$ cat src/rtl/xnor_chk_pkg.sv
// Shared types and helpers for the XNOR stream checker.
//   verdict_t : pass/fail verdict encoding (IDLE, PASS, FAIL)
//   cnt_w_for : bits needed to hold a count of 0..width
package xnor_chk_pkg;

   typedef enum logic [1:0] {
      IDLE = 2'b00,
      PASS = 2'b01,
      FAIL = 2'b10
   } verdict_t;

   function automatic int unsigned cnt_w_for(input int unsigned width);
      return $clog2(width + 1);
   endfunction

endpackage

$ cat src/rtl/xnor_popcount.sv
// Combinational population count of a WIDTH-bit vector.
// Only used when XNOR_CHK_POPCOUNT_EN is defined.
// Ports:
//   bits  in   WIDTH            vector to count
//   count out  cnt_w_for(WIDTH) number of ones in bits
module xnor_popcount
   import xnor_chk_pkg::*;
#(
   parameter int unsigned WIDTH = 8
) (
   input  logic [WIDTH-1:0]                  bits,
   output logic [cnt_w_for(WIDTH)-1:0]       count
);

   localparam int unsigned OutW = cnt_w_for(WIDTH);

   // Linear sum; synthesis flattens and balances it into an adder tree.
   always_comb begin
      count = '0;
      for (int i = 0; i < int'(WIDTH); i++) begin
         count = count + OutW'(bits[i]);
      end
   end

endmodule

$ cat config.mk
export PLATFORM = sky130hd
export DESIGN_NAME = xnor_popcount
export DESIGN_NICKNAME = d
export VERILOG_FILES = /design/src/rtl/xnor_chk_pkg.sv /design/src/rtl/xnor_popcount.sv
export SDC_FILE = /design/constraint.sdc
export NUM_CORES = 1
export LEC_CHECK = 0
export ABC_AREA = 1
export CAP_MARGIN = 30
export CORE_AREA = 2 2 39 41
export DETAILED_ROUTE_END_ITERATION = 10
export DIE_AREA = 0 0 41 43
export GPL_TIMING_DRIVEN = 0
export PLACE_DENSITY = 0.47
export SETUP_SLACK_MARGIN = 0.2
export SLEW_MARGIN = 20
export SYNTH_ARGS = -nofsm -noshare
export SYNTH_HDL_FRONTEND = slang
export SYNTH_SLANG_ARGS = --single-unit
$ cat constraint.sdc
create_clock -name vclk -period 3.31
set_input_delay 0.4965 -clock vclk [all_inputs]
set_output_delay 0.4965 -clock vclk [all_outputs]
set_load 0.01 [all_outputs]
-- Yosys cells after proc, flatten, opt, wreduce, memory -nomap -nowiden
Cells that the tools add are included.
- register bits after elaboration: 0
- output and inout bits: 4
- word-level logic and storage cells: 7
- $add $sub $neg: 7
- operators with widths (kind ; count):
    $add 4x1->4 ; 4
    $add 3x1->4 ; 1
    $add 2x1->3 ; 1
    $add 1x1->2 ; 1

-- Depth between registers and ports, before layout
- word-level depth: 7
- depth in mapped cells: 11
- depth with buffers taken out: 11

-- Worst setup path before layout
No wires, ideal clock.
- path type: input port to output port
- start point: input port bits[0]
- end point: output port count[1]
- data arrival time: 2735 ps
- slack: 78 ps
- cell stages on the path: 9
- path buffers: 0
- cell sequence: inv_1 fa_1 fa_1 fa_1 inv_1 ha_1 inv_1 fa_1 inv_1
- word-level cells in the longest chain between the ends: 7
- RTL lines (what ; line ; source):
    start, declared ; xnor_popcount.sv:11 ; input logic [WIDTH-1:0] bits,
    $add 1x1->2 ; xnor_popcount.sv:21 ; count = count + OutW'(bits[i]);
    $add 2x1->3 ; xnor_popcount.sv:21 ;
    $add 3x1->4 ; xnor_popcount.sv:21 ;
    $add 4x1->4 (4 in series) ; xnor_popcount.sv:21 ;
    end, declared ; xnor_popcount.sv:12 ; output logic [cnt_w_for(WIDTH)-1:0] count
Every way passes these cells.

-- Worst setup path after layout
- start point: input port bits[3]
- end point: output port count[1]
- word-level cells in the longest chain between the ends: 5
- RTL lines (what ; line):
    $add 3x1->4 ; xnor_popcount.sv:21
    $add 4x1->4 (4 in series) ; xnor_popcount.sv:21
Every way passes these cells.

==> qor.log <==
INFO  outcome        outcome=finished with violations
INFO  outcome        failed_checks=setup timing
INFO  routing        drc_errors=0
INFO  layout         final-seq-area=0um^2
INFO  synthesis      post-synth-top-area-fraction=0.398
INFO  routing        totalWireLength=379um
INFO  power          internal_power=71.3uW
INFO  routing        final_antenna_net_count=0
INFO  critical_path  worstPathArrival=2920ps
INFO  timing         final.setup.worst_slack=-103ps
INFO  place          finalWeightedCongestion=0.681
INFO  place          dp_hpwl=318um
INFO  flow_run       maxCapViolCount=0
INFO  layout         layout_stage_area_growth_over_the_synthesis_result=90.7%
INFO  timing         timing.final.crit_period=3410ps
INFO  routing        detailedRoute.firstIterationViolations=1
INFO  timing         relSlewSlack=0.889
INFO  synthesis      syn-num-nets=44
INFO  critical_path  worst-path-max-fanout=2
INFO  synthesis      biggest_area_contributors_in_the_synthesized_netlist=sky130_fd_sc_hd__fa_1, sky130_fd_sc_hd__inv_1, sky130_fd_sc_hd__ha_1
INFO  layout         final_cell_area=384um^2
INFO  routing        routed_via_density=3.34
INFO  die            fp.dieH=43um
INFO  critical_path  cp.required=2810ps
INFO  synthesis      synthesis.area_per_instance=6.95um^2
INFO  power          clockPowerShare=0
INFO  power          share_comb_of_total_power=1.000
INFO  die            pin_count=12
INFO  layout         stdcell_count=59
INFO  grt            grt_residual_overflow=0
INFO  synthesis      ys.warnings.count=0
INFO  layout         fin_util=0.278
INFO  timing         final-setup-viol-count=2
INFO  timing         slew_viol_final=0
INFO  power          share_seq_of_total_power=0
INFO  place          port-buffer-count=12
INFO  grt            grt_first_pass_wirelength=717um
INFO  die            start_util=0.146
INFO  power          power.density=338nW/um^2
INFO  grt            pin_count_of_the_biggest_net_entering_global_routing=5
INFO  synthesis      synth_cell_type_count=5
INFO  critical_path  crit_type=input pin to output port
INFO  routing        drt_first_pass_iters=2
INFO  power          ir_worst_vdd=0.0661mV
INFO  worst_hold_path min-delay-path-class=input pin to output port
INFO  power          switching_share=0.450
INFO  die            num_rows=14
INFO  layout         sequential_cell_total=0
INFO  grt            globalRouteTotalUtil=0.0533
INFO  critical_path  critPathLaunchType=input pin
INFO  routing        routedWlPerCell=6.42um
INFO  synthesis      post_synth_instance_area=201um^2
INFO  die            fp.dieW=41um
INFO  die            core_region=1380um^2
INFO  grt            grt_antenna_before_repair=0
INFO  timing         hold_viol=0
INFO  synthesis      syn-instance-count=29
INFO  layout         antenna-diode-count=0
INFO  synthesis      synth_sequential_area_ratio=0
INFO  die            die_area=1760um^2
INFO  power          p_switching=58.5uW
INFO  layout         num-clock-buffers=0
INFO  power          finalPower=130uW
INFO  timing         fmax=293MHz
INFO  grt            first_global_vias=205
INFO  power          leakage=0.214nW
INFO  place          cell_area_reported_after_detailed_placement=357um^2
INFO  timing         tightest_slew=167ps
INFO  critical_path  critPathCaptureType=output port
INFO  timing         fin_tns_setup=-151ps
INFO  routing        dr_total_vias=197
INFO  layout         nets=60
INFO  place          place.detailed.instances=57
INFO  timing         grt_setup_unrepaired=yes
INFO  clock_network  hold_buf_count_cts=0
INFO  timing         period_share=1.03
INFO  layout         share_of_post_route_cells_with_drive_strength_above_1=0.465
INFO  synthesis      synth_top_cell_by_area=sky130_fd_sc_hd__fa_1
synth_stat cells:
cell                      count
sky130_fd_sc_hd__nand3_1      1
sky130_fd_sc_hd__inv_1       16
sky130_fd_sc_hd__ha_1         3
sky130_fd_sc_hd__fa_1         4
sky130_fd_sc_hd__nand2_1      5
critical path, stage by stage:
cell and delay (ps):
sky130_fd_sc_hd__buf_6 70, sky130_fd_sc_hd__inv_2 30, sky130_fd_sc_hd__fa_1 540, sky130_fd_sc_hd__fa_1 430
sky130_fd_sc_hd__fa_1 450, sky130_fd_sc_hd__inv_2 80, sky130_fd_sc_hd__ha_4 130, sky130_fd_sc_hd__inv_2 30
sky130_fd_sc_hd__fa_2 520, sky130_fd_sc_hd__inv_2 30, sky130_fd_sc_hd__buf_6 110
routing by layer:
metal  vias up  GRT usage  routed length, um
met3         0          0                 34
met5         -          0                  0
li1        103          -                  -
met1        89     0.0680                152
met4         0          0                  0
met2         5      0.100                193
cell type report:
class	instances	area, um^2
Inverter	16	67.6
Tap cell	16	20.0
Multi-Input combinational cell	13	164
Fill cell	151	1000
Timing Repair Buffer	14	133
layout by cell type (no fill, tap or decap):
cell type / synthesis / routed
sky130_fd_sc_hd__ha_4: 0 / 1
sky130_fd_sc_hd__buf_2: 0 / 3
sky130_fd_sc_hd__ha_1: 3 / 2
sky130_fd_sc_hd__inv_1: 16 / 9
sky130_fd_sc_hd__buf_8: 0 / 1
sky130_fd_sc_hd__clkdlybuf4s50_1: 0 / 5
sky130_fd_sc_hd__nand2_2: 0 / 1
sky130_fd_sc_hd__buf_4: 0 / 1
sky130_fd_sc_hd__inv_2: 0 / 6
sky130_fd_sc_hd__buf_6: 0 / 4
sky130_fd_sc_hd__fa_2: 0 / 1
sky130_fd_sc_hd__inv_8: 0 / 1
sky130_fd_sc_hd__fa_1: 4 / 3
sky130_fd_sc_hd__nand3_2: 0 / 1
sky130_fd_sc_hd__nand2_1: 5 / 4
final timing paths:
check,start,endpoint,slack (ps),cells after the start
setup / recovery,bits[3],count[1],-100,11
hold / removal,bits[2],count[0],1750,3
power groups by stage:
stage | registers (mW) | logic [mW] | clock network (mW)
final | 0 | 0.130 | 0
after global routing | 0 | 0.143 | 0
after CTS | 0 | 0.130 | 0
after floorplan | 0 | 0.0638 | 0
after detailed placement | 0 | 0.114 | 0
after global placement | 0 | 0.114 | 0
through the flow:
stage	hold slack, ps	worst slack, ps
global route	1770	-173
detailed placement	2140	-1030
global placement	2130	-1020
finish	1750	-103
CTS	1750	-232
floorplan	1160	102
cells by family (layout without fill, tap and decap cells):
family,Yosys count,after routing,synth area share
and+or+nand+nor,6,6,0.118
buffers and inverters,16,30,0.298
adders and majority gates,7,7,0.584
timing repair:
action	CTS	global route
setup buffers	2	0
pin swaps	7	5
endpoints found under the setup margin	4	3
resized for setup	36	3
Power figures use the tool's default switching activity.
